<file path="src/rtl/flux_fifo_pkg.sv">
// rtl/flux_fifo_pkg.sv - shared defaults and tag-width helper for the tagged flux FIFO
package flux_fifo_pkg;

  localparam int DEFAULT_DATA_WIDTH = 7;
  localparam int DEFAULT_DEPTH      = 4;

  // A single flux would need zero tag bits; clamp so slices stay legal.
  function automatic int tag_width(input int flux);
    return (flux < 2) ? 1 : $clog2(flux);
  endfunction

endpackage

</file>
<file path="src/rtl/flux_fifo_queue.sv">
// rtl/flux_fifo_queue.sv - single-flux FIFO with qualified push/pop, occupancy count and fall-through head
module flux_fifo_queue #(
  parameter int WIDTH = 8,
  parameter int DEPTH = 4
) (
  input  logic                     clk,
  input  logic                     rst_n,
  input  logic                     push,
  input  logic                     pop,
  input  logic [WIDTH-1:0]         din,
  output logic [$clog2(DEPTH):0]   count,
  output logic [WIDTH-1:0]         head
);

  localparam int AW = $clog2(DEPTH);

  logic [WIDTH-1:0] mem [DEPTH];
  logic [AW-1:0]    wr_ptr;
  logic [AW-1:0]    rd_ptr;

  // Storage is deliberately left out of reset; only pointers and count clear.
  always_ff @(posedge clk) begin
    if (rst_n && push) begin
      mem[wr_ptr] <= din;
    end
  end

  always_ff @(posedge clk) begin
    if (!rst_n) begin
      wr_ptr <= '0;
      rd_ptr <= '0;
      count  <= '0;
    end else begin
      if (push) wr_ptr <= wr_ptr + 1'b1;
      if (pop)  rd_ptr <= rd_ptr + 1'b1;
      case ({push, pop})
        2'b10:   count <= count + 1'b1;
        2'b01:   count <= count - 1'b1;
        default: count <= count;
      endcase
    end
  end

  assign head = mem[rd_ptr];

endmodule

</file>
<file path="src/rtl/tagged_flux_fifo.sv">
// rtl/tagged_flux_fifo.sv - per-tag FIFO bank with lowest-index head selection; TAGGED_FLUX_FIFO_ERR_EN adds sticky error flags
module tagged_flux_fifo
  import flux_fifo_pkg::*;
#(
  parameter int FLUX       = 2,
  parameter int DATA_WIDTH = DEFAULT_DATA_WIDTH,
  parameter int DEPTH      = DEFAULT_DEPTH,
  parameter int TAG_WIDTH  = tag_width(FLUX),
  parameter int WIDTH      = DATA_WIDTH + TAG_WIDTH
) (
  input  logic              clk,
  input  logic              rst_n,
  input  logic              write,
  input  logic [WIDTH-1:0]  din,
  output logic              full,
  input  logic [FLUX-1:0]   read,
  output logic [FLUX-1:0]   empty,
`ifdef TAGGED_FLUX_FIFO_ERR_EN
  output logic              err_overflow,
  output logic              err_underflow,
`endif
  output logic [WIDTH-1:0]  dout
);

  localparam int CW = $clog2(DEPTH) + 1;

  logic [TAG_WIDTH-1:0]          tag;
  logic                          tag_ok;
  logic [FLUX-1:0]               push;
  logic [FLUX-1:0]               pop;
  logic [FLUX-1:0]               at_depth;
  logic [FLUX-1:0][CW-1:0]       count;
  logic [FLUX-1:0][WIDTH-1:0]    head;
  logic [TAG_WIDTH-1:0]          sel;

  assign tag    = din[WIDTH-1 -: TAG_WIDTH];
  assign tag_ok = int'(tag) < FLUX;

  // Any full queue stalls the producer because the next tag is unknown.
  assign full = |at_depth;

  for (genvar i = 0; i < FLUX; i++) begin : g_queue
    assign at_depth[i] = (count[i] == CW'(DEPTH));
    assign empty[i]    = (count[i] == '0);
    assign push[i]     = write && !full && tag_ok && (int'(tag) == i);
    assign pop[i]      = read[i] && !empty[i];

    flux_fifo_queue #(
      .WIDTH (WIDTH),
      .DEPTH (DEPTH)
    ) u_queue (
      .clk   (clk),
      .rst_n (rst_n),
      .push  (push[i]),
      .pop   (pop[i]),
      .din   (din),
      .count (count[i]),
      .head  (head[i])
    );
  end

  always_comb begin
    sel = '0;
    for (int i = FLUX - 1; i >= 0; i--) begin
      if (!empty[i]) sel = TAG_WIDTH'(i);
    end
  end

  assign dout = head[sel];

`ifdef TAGGED_FLUX_FIFO_ERR_EN
  always_ff @(posedge clk) begin
    if (!rst_n) begin
      err_overflow  <= 1'b0;
      err_underflow <= 1'b0;
    end else begin
      if (write && (full || !tag_ok)) err_overflow  <= 1'b1;
      if (|(read & empty))            err_underflow <= 1'b1;
    end
  end
`endif

endmodule

</file>
<file path="config.mk">
export PLATFORM = sky130hd
export DESIGN_NAME = tagged_flux_fifo
export DESIGN_NICKNAME = d
export VERILOG_FILES = /design/src/rtl/flux_fifo_pkg.sv /design/src/rtl/flux_fifo_queue.sv /design/src/rtl/tagged_flux_fifo.sv
export SDC_FILE = /design/constraint.sdc
export NUM_CORES = 1
export LEC_CHECK = 0
export ABC_AREA = 1
export CAP_MARGIN = 40
export CORE_ASPECT_RATIO = 0.6
export CORE_MARGIN = 2
export CORE_UTILIZATION = 45
export CTS_BUF_LIST = sky130_fd_sc_hd__clkbuf_8
export DETAILED_ROUTE_END_ITERATION = 16
export PLACE_DENSITY_LB_ADDON = 0.12
export SLEW_MARGIN = 0
export SYNTH_ARGS = -nofsm -noshare
export SYNTH_HDL_FRONTEND = slang
export SYNTH_HIERARCHICAL = 1
export SYNTH_SLANG_ARGS = --single-unit
export TNS_END_PERCENT = 5
</file>
<file path="constraint.sdc">
create_clock -name clk -period 2.1 [get_ports clk]
set_input_delay 0.21 -clock clk [delete_from_list [all_inputs] [get_ports clk]]
set_output_delay 0.21 -clock clk [all_outputs]
set_load 0.03 [all_outputs]
</file>
## Yosys cells after proc, flatten, opt, wreduce, memory -nomap -nowiden

Memories as Yosys holds them, arrays and structs flattened. A register that Yosys moved wholly into a read port is not among the register bits.
Cells that the tools add are included.
W data, S select, Z words.

| storage, ports and cells | value |
|---|---|
| register bits after elaboration | 14 |
| RAM bits | 64 |
| output and inout port bits | 11 |
| logic and storage cells | 53 |
| memories | 2 |

Memory list:

| name | depth | bits a word | rd ports | clocked after memory_dff | write ports | line | source |
|---|---|---|---|---|---|---|---|
| g_queue[0].u_queue.mem | 4 | 8 | 1 | 1 | 1 | flux_fifo_queue.sv:17 | `logic [WIDTH-1:0] mem [DEPTH];` |
| g_queue[1].u_queue.mem | 4 | 8 | 1 | 1 | 1 | flux_fifo_queue.sv:17 |  |

| cells by class | value |
|---|---|
| add/subtract/negate cells | 8 |
| $lt $le $gt $ge | 1 |
| equality and inequality tests | 6 |
| mux-type cells | 14 |
| bitwise logic cells | 1 |
| reductions and logical operators | 15 |

Operators by type and width:

| cell | count |
|---|---|
| $mux W8 | 2 |
| $pmux W3 S2 | 2 |
| $add A2 B1 Y2 const B | 4 |
| $mux W2 | 4 |
| $logic_and A1 B1 Y1 | 7 |
| $add A3 B1 Y3 const B | 2 |
| $eq A3 B3 Y1 const B | 2 |
| $logic_not A3 Y1 | 2 |
| $mux W1 | 6 |
| $sub A3 B1 Y3 const B | 2 |
| $eq A2 B1 Y1 const B | 2 |
| $eq A2 B2 Y1 const B | 2 |
| $reduce_bool A2 Y1 | 2 |
| $logic_not A1 Y1 | 3 |
| $lt A1 B2 Y1 const B | 1 |
| $reduce_or A2 Y1 | 1 |
| $not A1 Y1 | 1 |

## Longest topological paths before layout

| depth | value |
|---|---|
| depth after elaboration | 8 |
| mapped depth | 14 |
| mapped depth without buffers | 14 |

## Modules after synthesis

The synthesis kept the hierarchy.

Modules (own cells, without submodules):

| module | times used | cells each | area each (µm²) | seq. area each (µm²) |
|---|---|---|---|---|
| flux_fifo_queue (g_queue[1].u_queue) | 1 | 132 | 1627.8 | 1141.1 |
| flux_fifo_queue (g_queue[0].u_queue) | 1 | 132 | 1625.3 | 1141.1 |
| tagged_flux_fifo | 1 | 46 | 212.7 | 0.0 |

## Worst setup path before layout

No wires, ideal clock.

| path | value |
|---|---|
| path type | flip-flop to flip-flop |
| start | register g_queue[1].u_queue.count[2] |
| end | register g_queue[1].u_queue.count[2] |
| data arrival time | 1.749 ns |
| data required time | 1.990 ns |
| path slack | 0.241 ns |
| cell stages (with the launch flop) | 14 |
| clock period less this slack | 1.859 ns |
| path through | dfxtp_1 > inv_1 > nand3_4 > inv_1 > nor2_1 > ha_1 > inv_1 > fa_1 > inv_1 > nand2_1 > nand3_1 > nand2_1 > inv_1 > nor2_1 |

| between the ends | value |
|---|---|
| elaborated cells on any way between the ends | 14 |
| those cells by class | add/sub (2); eq/ne (3); mux (1); reduce/logical (8) |

RTL lines:

| what | line | source |
|---|---|---|
| start: declaration | flux_fifo_queue.sv:11 | `output logic [$clog2(DEPTH):0] count,` |
| start signal: assignment | flux_fifo_queue.sv:37 | `2'b10: count <= count + 1'b1;` |
| start signal: assignment | flux_fifo_queue.sv:38 | `2'b01: count <= count - 1'b1;` |
| start signal: assignment | flux_fifo_queue.sv:39 | `default: count <= count;` |
| $logic_not A3 Y1 (*) | tagged_flux_fifo.sv:44 | `assign empty[i] = (count[i] == '0);` |
| named net empty[1] | tagged_flux_fifo.sv:17 | `output logic [FLUX-1:0] empty,` |
| $logic_not A1 Y1 (*) | -- |  |
| $logic_and A1 B1 Y1 (*) | tagged_flux_fifo.sv:46 | `assign pop[i] = read[i] && !empty[i];` |
| named net pop[1] | tagged_flux_fifo.sv:30 | `logic [FLUX-1:0] pop;` |
| $eq A2 B1 Y1 or $eq A2 B2 Y1 (tied branches) | flux_fifo_queue.sv:36 | `case ({push, pop})` |
| $pmux W3 S2 or $reduce_bool A2 Y1 (tied branches) | -- |  |

The timed path passes the listed nets; every way through them passes the cells marked *.
A chain may end at the register's enable or synchronous reset.

==> summary.txt <==
Timing
  – Hold slack: between 400 and 500 ps
  – Count of pins over their slew limit: 0
  – RSZ-0062 raised after global routing: true
  – Slew headroom: between 70% and 80%
  – Setup Viol. Count Final: 0
  – TNS Setup: 0 ps
  – Transition time at the pin with the least slew margin: approximately 320 ps
  – Final Hold Fails: 0
  – Period Utilization, post-route: a little over nine tenths
  – Max Fclk: about 0.5 GHz
  – Final min period: 2010 ps
  – Final worst clock skew: ~11 ps

Routing
  – Metal3 WL: ~400 microns
  – Highest routing layer actually used: met4
  – Metal-1 WL: ~3600 microns
  – Met2 WL: 2820 microns
  – First-pass detailed-route iteration total: 4
  – Post-DR vias/cell: between 4 and 5
  – DR WL/cell: ~15 microns
  – DRC: 0
  – Post-Route WL: 6880 microns
  – 1st-iter DRT viols: 185
  – Detail Route Antenna Nets: 0
  – DR vias: approximately 2300

Setup path
  – CP max FO: 16
  – Worst path required time: between 1500 and 2000 ps
  – CP Class: reg2out
  – Critical Path Source Type: flip-flop
  – CP Capture Type: primary output
  – Critical path arrival: 1800 ps

Logic synthesis
  – Cell area after synthesis: between 3000 and 4000 sq um
  – Post-synthesis cell type with the largest combined area: edfxtp_1
  – Synthesis-stage register bit count: 82
  – Netlist cell types: 19
  – Sequential area share after synthesis: 65.8%
  – Syn. warnings: 6
  – Top cell type's share of synthesized area: a little under three fifths
  – Synthesized netlist cell count: 310
  – Synth area leaders: edfxtp_1 (55%), dfxtp_1 (10%), nor2_1 (5.5%)
  – Synthesized area per cell: ~11 sq um
  – Syn_nets: approximately 340

Layout
  – Share of cells above drive strength 1: approximately 17%
  – Synth-to-layout area growth: 20.1%
  – Layout Utilization: between 50 and 60%
  – Nets: ~380
  – N_diodes: 0
  – Fill cell count: ~590
  – Most common cell after layout, fill and taps aside: edfxtp_1
  – Final non-filler cell area: about 4200 sq um
  – Commonest cells after routing, fill and taps aside: edfxtp_1 (64), nor2_1 (50), inv_1 (36), o21ai_0 (36), nand2_1 (30)

Clock tree
  – Cts bufs inserted: 9
  – CTS tree: yes
  – CTS Buffer Depth: 2
  – Root Driver: clkbuf_8
  – Clk sink count: 82
  – # H-tree levels: 3
  – Clock Latency Late Sink: between 300 and 400 ps
  – Reg clk slew, reported paths: around 80 ps

Floorplanning
  – Num rows: 24
  – Core area: around 7400 sq um
  – Die area: about 8400 sq um
  – Die height: ~72 microns
  – Die width: ~120 microns
  – I/O pin count: 24
  – Initial Util: a little under half

Placed design
  – Routability congestion estimate: 0.810
  – Hpwl dp: just over 5000 microns
  – Area post-placement: 3950 sq um
  – Input/output buffers: 23

Global routing
  – Grt total ovfl: 0
  – Vias in the first global route: about 2200
  – Initial antenna violation count: 0
  – First-pass GRT wire length: 11300 microns
  – Largest net degree at the start of global routing: 17
  – Total GRT Usage: a little under a fifth

Job
  – Max-Cap Viols: 0

Power
  – Leak pwr: roughly 1.6 nW
  – PD cells: about 1300 nW/um^2
  – Peak supply drop: approximately 0.00057 V

Min path
  – Hold WC Path Type: reg2reg

Status
  – Status: complete, no violations
[final cells by class]
cell class / count / area (sq um) / area share [%]
clock buffers: 9 / 124 / 2.98
clock inverters: 7 / 118 / 2.83
inverters: 40 / 150 / 3.61
multi-input cells: 183 / 982 / 23.6
flip-flops and latches: 82 / 2290 / 54.9
well taps: 104 / 130 / 3.13
repair buffers: 43 / 373 / 8.96
[logic make-up (layout without fill, tap and decap cells)]
kind of cell    count (synthesis)  count (layout)  share of synthesized area (%)
simple gates                  102             102                           12.5
flops                          82              82                           65.8
compound gates                 69              69                           11.0
buf+inv                        45              99                           5.96
fa+ha+maj                      12              12                           4.77
[registers in the layout (all words and copies together) (netlist names), named ones only]
signal                  flops
g_queue.u_queue/count       6
g_queue.u_queue/mem        64
g_queue.u_queue/rd_ptr      4
g_queue.u_queue/wr_ptr      4
[what timing repair did]
| action | CTS | global route |
|---|---|---|
| hold endpoints to repair | 0 | 0 |
| gates resized for setup | 9 | 17 |
| endpoints found under the setup margin | 8 | 11 |
| setup buffers | 0 | 0 |
| hold buffers | 0 | 0 |
[Yosys cell counts (all sizes together)]
master / instances
dfxtp: 18
edfxtp: 64
ha: 10
nand2: 31
nand3: 13
a21oi: 9
o22ai: 16
fa: 2
o21ai: 44
nor2: 56
nand4: 2
buf: 5
inv: 40
[per-layer routing]
| layer | vias to the layer above | GRT usage (%) |
|---|---|---|
| met5 | - | 0 |
| met4 | 0 | 6.01 |
| met3 | 5 | 6.35 |
| met2 | 50 | 26.8 |
| met1 | 1063 | 27.1 |
| li1 | 1164 | - |
[where the power goes]
| part | leakage (nW) | switching (mW) | internal (mW) |
|---|---|---|---|
| Combinational | 0.764 | 1.35 | 0.687 |
| Clock | 0.113 | 0.548 | 0.787 |
| Sequential | 0.727 | 0.101 | 1.89 |
[path summary, 6_finish.rpt]
check | end | slack, ps | startpoint | cells past startpoint
max | dout[4] | 90 | flip-flop | 6
min | g_queue[1].u_queue/rd_ptr[1] | 450 | g_queue[1].u_queue/rd_ptr[1] | 1
max reg2reg | g_queue[0].u_queue/count[2] | 160 | g_queue[0].u_queue/count[0] | 12
min reg2reg | g_queue[1].u_queue/rd_ptr[1] | 450 | g_queue[1].u_queue/rd_ptr[1] | 1
[stage by stage]
step	worst slack (ps)	total power, mW	cells
after global routing	-90.3	5.74	468
final	90.4	5.36	468
after CTS	25.9	5.43	468
after floorplan	241	3.41	310
after detailed placement	-25.7	4.20	452
after global placement	79.2	4.16	452
[critical path: stages, from the launching register on]
cell and delay (ps):
dfxtp_1 340, inv_2 250, o21ai_0 120, o22ai_1 140, nand3_1 120, nand2_1 70
dlygate4sd2_1 390
No activity file was read; power rests on OpenSTA's default activity.
